**config.mk**
```make
export PLATFORM = sky130hd
export DESIGN_NAME = mux_arbiter
export DESIGN_NICKNAME = d
export VERILOG_FILES = /design/src/rtl/mux_arbiter.sv
export SDC_FILE = /design/constraint.sdc
export NUM_CORES = 1
export LEC_CHECK = 0
export ABC_AREA = 0
export CAP_MARGIN = 10
export CELL_PAD_IN_SITES_DETAIL_PLACEMENT = 1
export CELL_PAD_IN_SITES_GLOBAL_PLACEMENT = 2
export CORE_MARGIN = 2
export CORE_UTILIZATION = 19
export DETAILED_ROUTE_END_ITERATION = 6
export HOLD_SLACK_MARGIN = 0.05
export PLACE_DENSITY_LB_ADDON = 0.2
export SLEW_MARGIN = 20
export SYNTH_ARGS = -nofsm -noshare
export SYNTH_HDL_FRONTEND = slang
export SYNTH_SLANG_ARGS = --single-unit
```
**constraint.sdc**
```tcl
create_clock -name CLK -period 2.15 [get_ports CLK]
set_input_delay 0.3225 -clock CLK [delete_from_list [all_inputs] [get_ports CLK]]
set_output_delay 0.3225 -clock CLK [all_outputs]
set_load 0.03 [all_outputs]
```
**src/rtl/mux_arbiter.sv**
```systemverilog
// Four-source round-robin burst arbiter: one source owns the output until LAST,
// MAX_BEATS transfers, or a dropped request, then one IDLE cycle before the next grant.
module mux_arbiter #(
    parameter int WIDTH     = 8,
    parameter int MAX_BEATS = 16
) (
    input  logic             CLK,
    input  logic             RST_N,
    input  logic [3:0]       REQ,
    input  logic [3:0]       LAST,
    input  logic [WIDTH-1:0] D0,
    input  logic [WIDTH-1:0] D1,
    input  logic [WIDTH-1:0] D2,
    input  logic [WIDTH-1:0] D3,
    input  logic             Y_READY,
    output logic [3:0]       GNT,
    output logic             S1,
    output logic             S0,
    output logic [WIDTH-1:0] Y,
    output logic             Y_VALID,
    output logic             dbg_state_o,
    output logic [1:0]       dbg_ptr_o,
    output logic [7:0]       dbg_beats_o
);

    // Handshake: a beat transfers on any cycle where Y_VALID and Y_READY are both high;
    // Y_VALID follows the owner's REQ and Y_READY low simply holds everything.

    typedef enum logic {
        IDLE = 1'b0,
        BUSY = 1'b1
    } state_t;

    localparam logic [7:0] MAX_B = 8'(MAX_BEATS);

    state_t     state_q;
    logic [3:0] gnt_q;
    logic [1:0] sel_q;
    logic [1:0] ptr_q;
    logic [7:0] beats_q;

    logic       busy;
    logic       owner_req;
    logic       xfer;
    logic [7:0] beats_inc;
    logic       release_now;
    logic [1:0] pick_idx;
    logic       pick_found;
    logic [1:0] cand;
    logic [WIDTH-1:0] y_mux;

    assign busy        = (state_q == BUSY);
    assign owner_req   = REQ[sel_q];
    assign xfer        = busy && owner_req && Y_READY;
    assign beats_inc   = beats_q + 8'd1;
    assign release_now = busy && (!owner_req ||
                                  (xfer && (LAST[sel_q] || beats_inc == MAX_B)));

    // First requester scanning ptr, ptr+1, ... modulo 4.
    always_comb begin
        pick_idx   = 2'd0;
        pick_found = 1'b0;
        cand       = 2'd0;
        for (int k = 0; k < 4; k++) begin
            cand = ptr_q + 2'(k);
            if (!pick_found && REQ[cand]) begin
                pick_found = 1'b1;
                pick_idx   = cand;
            end
        end
    end

    always_comb begin
        y_mux = '0;
        case (sel_q)
            2'd0: y_mux = D0;
            2'd1: y_mux = D1;
            2'd2: y_mux = D2;
            2'd3: y_mux = D3;
            default: y_mux = '0;
        endcase
    end

    always_ff @(posedge CLK or negedge RST_N) begin
        if (!RST_N) begin
            state_q <= IDLE;
            gnt_q   <= 4'b0000;
            sel_q   <= 2'd0;
            ptr_q   <= 2'd0;
            beats_q <= 8'd0;
        end else begin
            case (state_q)
                IDLE: begin
                    if (pick_found) begin
                        state_q <= BUSY;
                        gnt_q   <= 4'b0001 << pick_idx;
                        sel_q   <= pick_idx;
                        beats_q <= 8'd0;
                    end
                end
                BUSY: begin
                    if (release_now) begin
                        state_q <= IDLE;
                        gnt_q   <= 4'b0000;
                        beats_q <= 8'd0;
                        ptr_q   <= sel_q + 2'd1;
                    end else if (xfer) begin
                        beats_q <= beats_inc;
                    end
                end
                default: begin
                    state_q <= IDLE;
                    gnt_q   <= 4'b0000;
                end
            endcase
        end
    end

    assign GNT         = gnt_q;
    assign S1          = sel_q[1];
    assign S0          = sel_q[0];
    assign Y_VALID     = busy && owner_req;
    assign Y           = busy ? y_mux : '0;
    assign dbg_state_o = state_q;
    assign dbg_ptr_o   = ptr_q;
    assign dbg_beats_o = beats_q;

endmodule
```
== Word level (Yosys, flattened, before mapping) ==
Index checks and enable logic that the tools add are counted.

* Output and inout port bits: 26
* Input bits: 43
* Logic and storage cells: 74
* Register bits: 17

* Reductions and logical operators: 18
* Bitwise operators: 1
* Equality and inequality tests: 7
* Add/sub/neg operators: 5
* Order comparisons: 5
* Shift-type cells: 1
* Muxes and demuxes: 32

{| class="wikitable"
|+ Operators with widths
! cell !! count
|-
| two-way mux 8 bit || 4
|-
| one-hot mux 8 bit (4 select lines) || 1
|-
| one-hot mux 8 bit (2 select lines) || 1
|-
| < comparator 2 x 3 -> 1 bit (second input constant) || 5
|-
| binary-select mux 1 bit (select 2 bit) || 6
|-
| two-way mux 1 bit || 12
|-
| adder 8 x 1 -> 8 bit (second input constant) || 1
|-
| equality test 8 x 5 -> 1 bit (second input constant) || 1
|-
| two-way mux 2 bit || 4
|-
| two-way mux 4 bit || 2
|-
| one-hot mux 4 bit (2 select lines) || 1
|-
| AND reduction 2 bit || 4
|-
| logical AND 1 bit || 7
|-
| adder 2 x 1 -> 2 bit (second input constant) || 2
|-
| adder 2 bit (second input constant) || 2
|-
| equality test 2 bit (second input constant) || 2
|-
| logical NOT 1 bit || 4
|-
| left shift 1 x 2 -> 4 bit (first input constant) || 1
|-
| inequality test 3 x 1 -> 1 bit (second input constant) || 1
|-
| equality test 2 x 1 -> 1 bit (second input constant) || 1
|-
| logical NOT 2 bit || 1
|-
| logical OR 1 bit || 2
|-
| inequality test 2 x 1 -> 1 bit (second input constant) || 1
|-
| inequality test 2 bit (second input constant) || 1
|-
| other kinds (2) || 2
|}

== Logic depth before layout (Yosys ltp) ==
Gate-level depths: netlist of run 1.

* Depth after elaboration: 15
* Depth in mapped cells: 7
* Mapped depth without buffers: 6

== Least setup slack after synthesis of run 1 ==
OpenSTA, ideal clock, no wires.

* Path kind: register to register
* From: reg beats_q[0], in the netlist dbg_beats_o[0]
* To: reg ptr_q[1], in the netlist dbg_ptr_o[1]
* Arrival time: 2.102 ns
* Slack: -0.077 ns
* Data required time: 2.025 ns
* Buffers on the path: 0
* Library setup time: 0.125 ns
* Stages on the path, launching flop included: 6
* Period minus slack after synthesis: 2.227 ns
* Cell sequence: dfrtp_1 -> and4_4 -> a2111o_1 -> a221oi_4 -> a31o_4 -> mux2_4

* Word-level cells in the longest chain between the ends: 7

{| class="wikitable"
|+ Ends and longest elaborated chain
! item !! RTL line !! source
|-
| from (decl) || 40 || <nowiki>logic [7:0] beats_q;</nowiki>
|-
| from (signal assigned) || 108 || <nowiki>beats_q <= beats_inc;</nowiki>
|-
| adder 8 x 1 -> 8 bit || 55 || <nowiki>assign beats_inc = beats_q + 8'd1;</nowiki>
|-
| equality test 8 x 5 -> 1 bit || 57 || <nowiki>(xfer && (LAST[sel_q] || beats_inc == MAX_B)));</nowiki>
|-
| logical OR 1 bit || 57 ||
|-
| logical AND 1 bit || 57 ||
|-
| logical OR 1 bit || 56 || <nowiki>assign release_now = busy && (!owner_req ||</nowiki>
|-
| logical AND 1 bit || 56 ||
|-
| AND reduction 2 bit (no source line) || - ||
|-
| to (signal assigned) || 106 || <nowiki>ptr_q <= sel_q + 2'd1;</nowiki>
|-
| to (decl) || 39 || <nowiki>logic [1:0] ptr_q;</nowiki>
|}

No other way between the ends.
A chain may end at the register's enable or synchronous reset.

== Worst setup path in the final report of run 1 ==
* From: reg sel_q[0]
* To: out Y[4]

* Word-level cells in the longest chain between the ends: 3
* Elaborated cells on any way between the ends: 6
* Classes of those cells: eq/ne (3); mux (2); reduce/logical (1)

{| class="wikitable"
|+ Ends and longest elaborated chain
! item !! RTL line !! source
|-
| from (decl) || 38 || <nowiki>logic [1:0] sel_q;</nowiki>
|-
| from (signal assigned) || 97 || <nowiki>sel_q <= pick_idx;</nowiki>
|-
| equality test 2 bit, or another cell as far along || 75 || <nowiki>case (sel_q)</nowiki>
|-
| one-hot mux 8 bit (4 select lines) (*) || 75 ||
|-
| two-way mux 8 bit (*) || 123 || <nowiki>assign Y = busy ? y_mux : '0;</nowiki>
|-
| to (decl) || 19 || <nowiki>output logic [WIDTH-1:0] Y,</nowiki>
|}

Every way passes the cells marked *; elsewhere a longest branch is shown, timed or not.

==> results of run 1 <==
registers in the layout, indices dropped and copies added, names as in the netlist:
register,count
GNT,4
dbg_beats_o,8
dbg_ptr_o,2
dbg_state_o,1
sel_q,2
synthesized netlist by cell type (2+ instances only):
| cell | instances | area, µm² |
|---|---|---|
| o2bb2ai_1 | 2 | 17.52 |
| clkbuf_1 | 7 | 26.28 |
| ha_1 | 5 | 62.56 |
| o32ai_1 | 2 | 17.52 |
| a222oi_1 | 8 | 80.08 |
| nand3_1 | 2 | 10.01 |
| o21ai_0 | 7 | 35.03 |
| mux4_2 | 2 | 45.04 |
| nand2_1 | 16 | 60.06 |
| xnor2_1 | 2 | 17.52 |
| dfrtp_1 | 17 | 425.4 |
| a21o_1 | 3 | 22.52 |
| inv_1 | 6 | 22.52 |
| nor2_1 | 21 | 78.83 |
| a21oi_1 | 12 | 60.06 |
| nand2b_1 | 2 | 12.51 |
critical path, delay by kind of cell, from the launching register on:
family,cells,cell delay [ns]
flip-flops,1,0.45
AND/OR/NAND/NOR,2,0.15
buffers and inverters,2,0.25
AO/OA/AOI/OAI,2,0.56
adder cells (fa/ha/maj),1,0.19
routing by layer:
layer  track usage  vias to the layer above
met5             0                        -
li1              -                      720
met1        0.1656                      715
met4       0.02309                        0
met3       0.02918                        7
met2        0.2656                       35
timing repair:
item / CTS / global route
pin swaps: 4 / 5
setup endpoints to repair: 9 / 16
gates resized for setup: 44 / 12
buffers inserted: 1 / 3
layout by cell type (no fill, tap or decap), types with 2 or more instances in the layout:
cell,instances
ha_4,4
nor2_1,19
a222oi_1,8
inv_1,4
o32ai_1,2
nand2_1,16
buf_4,29
xnor2_1,2
nor2_2,2
clkbuf_8,3
buf_6,2
dfrtp_2,5
o2bb2ai_1,2
nand2b_1,2
a21oi_1,11
mux4_2,2
buf_2,4
inv_2,2
clkdlybuf4s50_1,59
dfrtp_1,12
nand3_1,2
o21ai_0,7
a21o_1,3
final timing paths:
kind	startpoint	to	slack [ns]	cells after the start
max reg2reg	sel_q[0]	dbg_beats_o[5]	0	7
max in group asynchronous	RST_N	dbg_beats_o[3]	1.54	2
max	sel_q[0]	Y[4]	-0.03	7
min reg2reg	GNT[3]	GNT[3]	0.54	2
min	RST_N	GNT[3]	0.39	2
min in group CLK	GNT[3]	GNT[3]	0.54	2
where the power goes:
| group | total, W | internal, W | switching (W) |
|---|---|---|---|
| Clock | 0.000261 | 0.000131 | 0.000130 |
| Sequential | 0.000521 | 0.000409 | 0.000112 |
| Combinational | 0.00189 | 0.000854 | 0.00103 |
| Total | 0.00267 | 0.00139 | 0.00128 |
cell type report:
| type | count | share of cell area |
|---|---|---|
| timing repair buffer | 94 | 0.3706 |
| multi-input combinational | 112 | 0.3684 |
| sequential | 17 | 0.1880 |
| tap | 77 | 0.04196 |
| clock buffer | 3 | 0.01798 |
| inverter | 6 | 0.009809 |
| clock inverter | 1 | 0.003270 |
logic make-up after synthesis:
logic type | share of synthesized area
XOR/XNOR | 0.02084
adder cells (fa/ha/maj) | 0.04960
multiplexers | 0.06448
AO/OA/AOI/OAI | 0.2996
AND/OR/NAND/NOR | 0.1855
flip-flops | 0.3373
buffers and inverters | 0.04266
stage by stage:
step | utilization | total power [W] | instances | TNS, ns | hold WS (ns)
after global routing | 0.3595 | 0.002883 | 310 | -1.139 | 0.4048
final | 0.3595 | 0.002670 | 310 | -0.05737 | 0.3916
after CTS | 0.3536 | 0.002647 | 307 | -0.06186 | 0.4007
after detailed placement | 0.3409 | 0.002333 | 302 | -1.958 | 0.5267
after floorplan | - | 0.001542 | 143 | -0.01226 | 0.02691
after global placement | 0.3409 | 0.002300 | 302 | -1.499 | 0.5171
==> results by group, run 1 <==
Clock network
  – Worst-skew pair later-pin latency: 0.26 ns
  – Clock root buffer: clkbuf_8
  – Clk sink count: 17
  – CTS Hold Buffers Added: 0
  – CTS Buf Count: 3
  – Clock buffer depth: 2
  – CTS tree: yes
  – CTS clk-pin slew, worst paths: 0.08 ns
  – CTS HTree Levels: 1

Synthesis
  – EDFF count, synth: 0
  – Synth Cell Area: 1261 µm²
  – Cells after Synth: 143
  – Mean Syn Cell Area: 8.820 µm²
  – Ys Warns: 0
  – Syn Nets: 191
  – Main synth FF type: dfrtp_1
  – Post-synth ARST share: 1.000
  – Yosys cell types: between 40 and 50
  – Synthesized flop and latch total: 17
  – Seq/Total Area, Yosys: 0.3373

STA
  – RSZ-0062 raised after global routing: yes
  – Peak Freq: between 400 and 500 MHz
  – Clock skew: just over 0.007 ns
  – Setup ws final: -0.03368 ns
  – Slew HR: 0.7204
  – Pin slew with the least headroom to its limit: 0.4194 ns
  – Minimum clock period: 2.184 ns
  – Endpoints failing hold: 0
  – Fin. max-slew vios: 0
  – Fin crit share: 1.016
  – Final Setup Violations: 3

Power
  – Maximum vdd drop: 0.5539 mV
  – Leak Pwr: 0.9494 nW
  – PwrDens: about 1200 nW/µm²

Global route
  – Global-route wire length before repair: 8197 µm
  – Initial antenna violation count: 0
  – GRT overflow: 0
  – Vias in the first global route: roughly 1600
  – Largest net degree at the start of global routing: 18
  – Total GRT Usage: 0.1410

Setup path
  – Slowest stage cell, crit path: dfrtp_2
  – Kind of critical path: flip-flop to output port
  – Critical Path Fanout Max: 8
  – Critical path capture point type: output port
  – Worst path required time: 1.83 ns
  – CP most frequent cell: nor2_1
  – Crit path launch type: flip-flop
  – Worst path cell trace: inv_2 > ha_4 > a222oi_1 > nor2_1 > a21oi_1 > nor2_1 > buf_4
  – Critical Path AT: 1.86 ns
  – Slowest Stage Delay on Critical Path: 0.45 ns

Finish
  – Area delta synth->final: 82.04%
  – Final instance area: about 2300 µm²
  – Area occupied by multi-input gates: 845.8 µm²
  – Nets: around 280
  – Register area: 431.7 µm²
  – # diodes: 0
  – Proportion of layout cells with a drive suffix above 1: 0.2704
  – Fill cell count: 731

Floorplan
  – Die Height: 85.48 µm
  – Core box area: 6386 µm²
  – Initial Util: 0.1975
  – Rows: 29
  – I/O pin count: 69
  – DIE AREA: 7306 µm²
  – Die width: 85.48 µm

Placed design
  – Worst slack, placed: -0.2039 ns
  – Area after DPL: 2177 µm²
  – Final RePlAce weighted congestion: between 0.8 and 0.9
  – IO buf count: 68
  – Dpl hpwl: 4020 µm

Drt
  – Drt drc: 0
  – Metal2 WL: 2810 µm
  – WL final: 5104 µm
  – Initial DRC count: 72
  – Antenna Nets Post-Route: 0
  – DRT met1 WL: slightly above 2000 µm
  – Vias per Instance: 4.765
  – Vias: 1477
  – WL/cell: 16.46 µm
  – Metal3 WL: 193 µm
  – Top layer in use: met4
  – DRT Pass-1 Iters: 4

Outcome
  – Status: finished with violations
  – Failing checks: setup timing

Job
  – Max cap viols: 0

Hold path
  – Worst hold path class: primary input to async pin
(Power assumes the default switching activity.)
==> run 2: changes to the inputs <==
--- a/config.mk
+++ b/config.mk
@@ -6,6 +6,7 @@
 export NUM_CORES = 1
 export LEC_CHECK = 0
 export ABC_AREA = 0
+export ABC_CLOCK_PERIOD_IN_PS = 2150
 export CAP_MARGIN = 10
 export CELL_PAD_IN_SITES_DETAIL_PLACEMENT = 1
 export CELL_PAD_IN_SITES_GLOBAL_PLACEMENT = 2
==> results of run 2 <==
No change in the layout: final DEF, timing and power equal those of run 1.
==> run 3: changes to the inputs <==
--- a/config.mk
+++ b/config.mk
@@ -6,14 +6,15 @@
 export NUM_CORES = 1
 export LEC_CHECK = 0
 export ABC_AREA = 0
-export ABC_CLOCK_PERIOD_IN_PS = 2150
+export ABC_CLOCK_PERIOD_IN_PS = 2400
 export CAP_MARGIN = 10
 export CELL_PAD_IN_SITES_DETAIL_PLACEMENT = 1
 export CELL_PAD_IN_SITES_GLOBAL_PLACEMENT = 2
 export CORE_MARGIN = 2
-export CORE_UTILIZATION = 19
+export CORE_UTILIZATION = 21
 export DETAILED_ROUTE_END_ITERATION = 6
 export HOLD_SLACK_MARGIN = 0.05
+export MAX_ROUTING_LAYER = met4
 export PLACE_DENSITY_LB_ADDON = 0.2
 export SLEW_MARGIN = 20
 export SYNTH_ARGS = -nofsm -noshare
==> constraint.sdc (replaced) <==
create_clock -name CLK -period 2.4 [get_ports CLK]
set_input_delay 0.36 -clock CLK [delete_from_list [all_inputs] [get_ports CLK]]
set_output_delay 0.36 -clock CLK [all_outputs]
set_load 0.03 [all_outputs]
==> results by group, run 3 (synthesized netlist as in run 1, its figures left out) <==
Global route
  – Vias in the first global route: 1453 (-7.7%)
  – Initial antenna violation count: 0 (unchanged)
  – Largest net degree at the start of global routing: 18 (unchanged)
  – Global-route wire length before repair: 7238 µm (-12%)
  – Total GRT Usage: 0.1462 (+0.005207)
  – GRT overflow: 0 (unchanged)

Setup path
  – Worst path cell trace: buf_4 > ha_1 > a222oi_1 > nor2_1 > a21oi_1 > nor2_1 > clkdlybuf4s15_2
  – Critical path capture point type: output port
  – CP delay by family, top: compound AO/OA/AOI/OAI gates
  – Critical Path Fanout Max: 8 (unchanged)
  – Crit path launch type: flip-flop
  – CP most frequent cell: nor2_1
  – Buf+Inv Stages, Crit Path: 2 (unchanged)
  – Slowest Stage Delay on Critical Path: 0.38 ns (-0.07 ns)
  – Worst path required time: 2.04 ns (+0.21 ns)
  – Kind of critical path: flip-flop to output port
  – Slowest stage cell, crit path: dfrtp_1
  – Critical Path AT: 1.97 ns (+0.11 ns)

Clock network
  – CTS tree: yes
  – CTS Buf Count: 3 (unchanged)
  – Clock root buffer: clkbuf_8
  – CTS clk-pin slew, worst paths: 0.06 ns (-0.02 ns)
  – Worst-skew pair later-pin latency: 0.26 ns (about the same)
  – Clock buffer depth: 2 (unchanged)
  – CTS HTree Levels: 1 (unchanged)
  – Clk sink count: 17 (unchanged)
  – CTS Hold Buffers Added: 0 (unchanged)

Drt
  – Vias: 1427 (-3.4%)
  – Antenna Nets Post-Route: 0 (unchanged)
  – Drt drc: 0 (unchanged)
  – WL/cell: 15.57 µm (-5.4%)
  – Vias per Instance: 4.887 (+2.6%)
  – WL final: 4547 µm (-11%)
  – Initial DRC count: 54 (-25%)
  – DRT Pass-1 Iters: 4 (unchanged)

Job
  – Max cap viols: 0 (unchanged)

Finish
  – Fill cell count: 698 (-4.5%)
  – Number of flip-flops in the largest register: 8 (unchanged)
  – Area delta synth->final: 69.05%
  – Finished Layout Cells: 292 (-5.8%)
  – Proportion of layout cells with a drive suffix above 1: 0.1659 (-0.1045)
  – Final instance area: 2132 µm² (-7.1%)
  – Nets: 266 (-5.7%)
  – # diodes: 0 (unchanged)
  – Commonest non-fill, non-tap cells in the layout: clkdlybuf4s50_1, nor2_1, dfrtp_1
  – Commonest non-fill, non-tap cell in the layout: clkdlybuf4s50_1

STA
  – Minimum clock period: 2.329 ns
  – Clock skew: 0.003523 ns (-0.003629 ns)
  – Fin crit share: 0.9702
  – RSZ-0062 raised after global routing: yes
  – Final Setup Violations: 0 (-3)
  – Pin slew with the least headroom to its limit: 0.8335 ns (+0.4141 ns)
  – Slew HR: 0.4426 (-0.2778)
  – Peak Freq: 429.4 MHz
  – Endpoints failing hold: 0 (unchanged)
  – Fin. max-slew vios: 0 (unchanged)

Floorplan
  – Die width: 81.50 µm (-4.7%)
  – Die Height: 81.50 µm (-4.7%)
  – I/O pin count: 69 (unchanged)
  – Core box area: 5851 µm² (-8.4%)
  – Rows: 28 (-3.4%)
  – Initial Util: 0.2156 (+0.01808)
  – DIE AREA: 6641 µm² (-9.1%)

Hold path
  – Worst hold path class: flip-flop to flip-flop

Power
  – PwrDens: 1024 nW/µm² (-12%)
  – Leak Pwr: 0.8670 nW (-8.7%)
  – Maximum vdd drop: 0.4251 mV (-23%)

Placed design
  – Dpl hpwl: 3629 µm (-9.7%)
  – IO buf count: 68 (unchanged)
  – Final RePlAce weighted congestion: 0.7647 (-5.6%)
  – Area after DPL: 2062 µm² (-5.3%)
  – Dpl cells: 286 (-5.3%)

Outcome
  – Status: complete, no violations
[run 3: stage by stage]
step	setup WS [ns]	hold WS, ns	utilization	power (W)	TNS [ns]
2_1_floorplan	0.1728	0.06441	-	0.001368	0
3_3_place_gp	-0.05418	0.5226	0.3524	0.001967	-0.1443
3_5_place_dp	-0.04593	0.5366	0.3524	0.001986	-0.1093
4_1_cts	0.02950	0.5461	0.3623	0.002199	0
5_1_grt	-0.06745	0.5663	0.3644	0.002353	-0.2461
6_report	0.07143	0.5342	0.3644	0.002184	0
[run 3: where the power goes]
part | total [W] | internal, W | switching, W
Sequential | 0.000449 | 0.000362 | 0.0000861
Clock | 0.000219 | 0.000118 | 0.000101
Combinational | 0.00152 | 0.000643 | 0.000874
Total | 0.00218 | 0.00112 | 0.00106
[run 3: path summary, 6_finish.rpt]
kind / start / end / slack [ns] / cells past startpoint
worst max-delay path: sel_q[0] / Y[6] / 0.07 / 7
worst min-delay path: GNT[1] / GNT[1] / 0.53 / 2
max in group asynchronous: RST_N / sel_q[0] / 1.30 / 1
min in group asynchronous: RST_N / dbg_beats_o[1] / 0.58 / 1
worst min register to register: GNT[1] / GNT[1] / 0.53 / 2
worst max register to register: sel_q[0] / dbg_beats_o[5] / 0.12 / 7
[run 3: per-layer routing]
metal | GRT usage | share of wire | routed length, µm | up-vias
met1 | 0.1884 | 0.44 | 2019 | 698
met3 | 0.02637 | 0.042 | 192 | 4
met5 | - | 0 | 0 | -
li1 | - | - | - | 682
met2 | 0.2377 | 0.51 | 2297 | 43
met4 | 0.03559 | 0.0081 | 37 | 0
[run 3: area by class of cell]
type / instances / area [µm²] / area share
timing repair buffer: 78 / 750.7 / 0.3521
clock buffer: 4 / 45.04 / 0.02113
tap: 75 / 93.84 / 0.04401
sequential: 17 / 425.4 / 0.1995
multi-input combinational: 112 / 794.5 / 0.3727
inverter: 6 / 22.52 / 0.01056
[run 3: worst min-delay path, delay by kind of cell, from the launching register on]
kind / cells / cell delay (ns)
flops: 1 / 0.38
simple gates: 1 / 0.06
compound gates: 1 / 0.06
[run 3: repair_timing]
item                                    in CTS  in global routing
resized for setup                           24                  6
pin swaps                                    4                  3
endpoints found under the setup margin       8                  9
buffers inserted                             0                  2
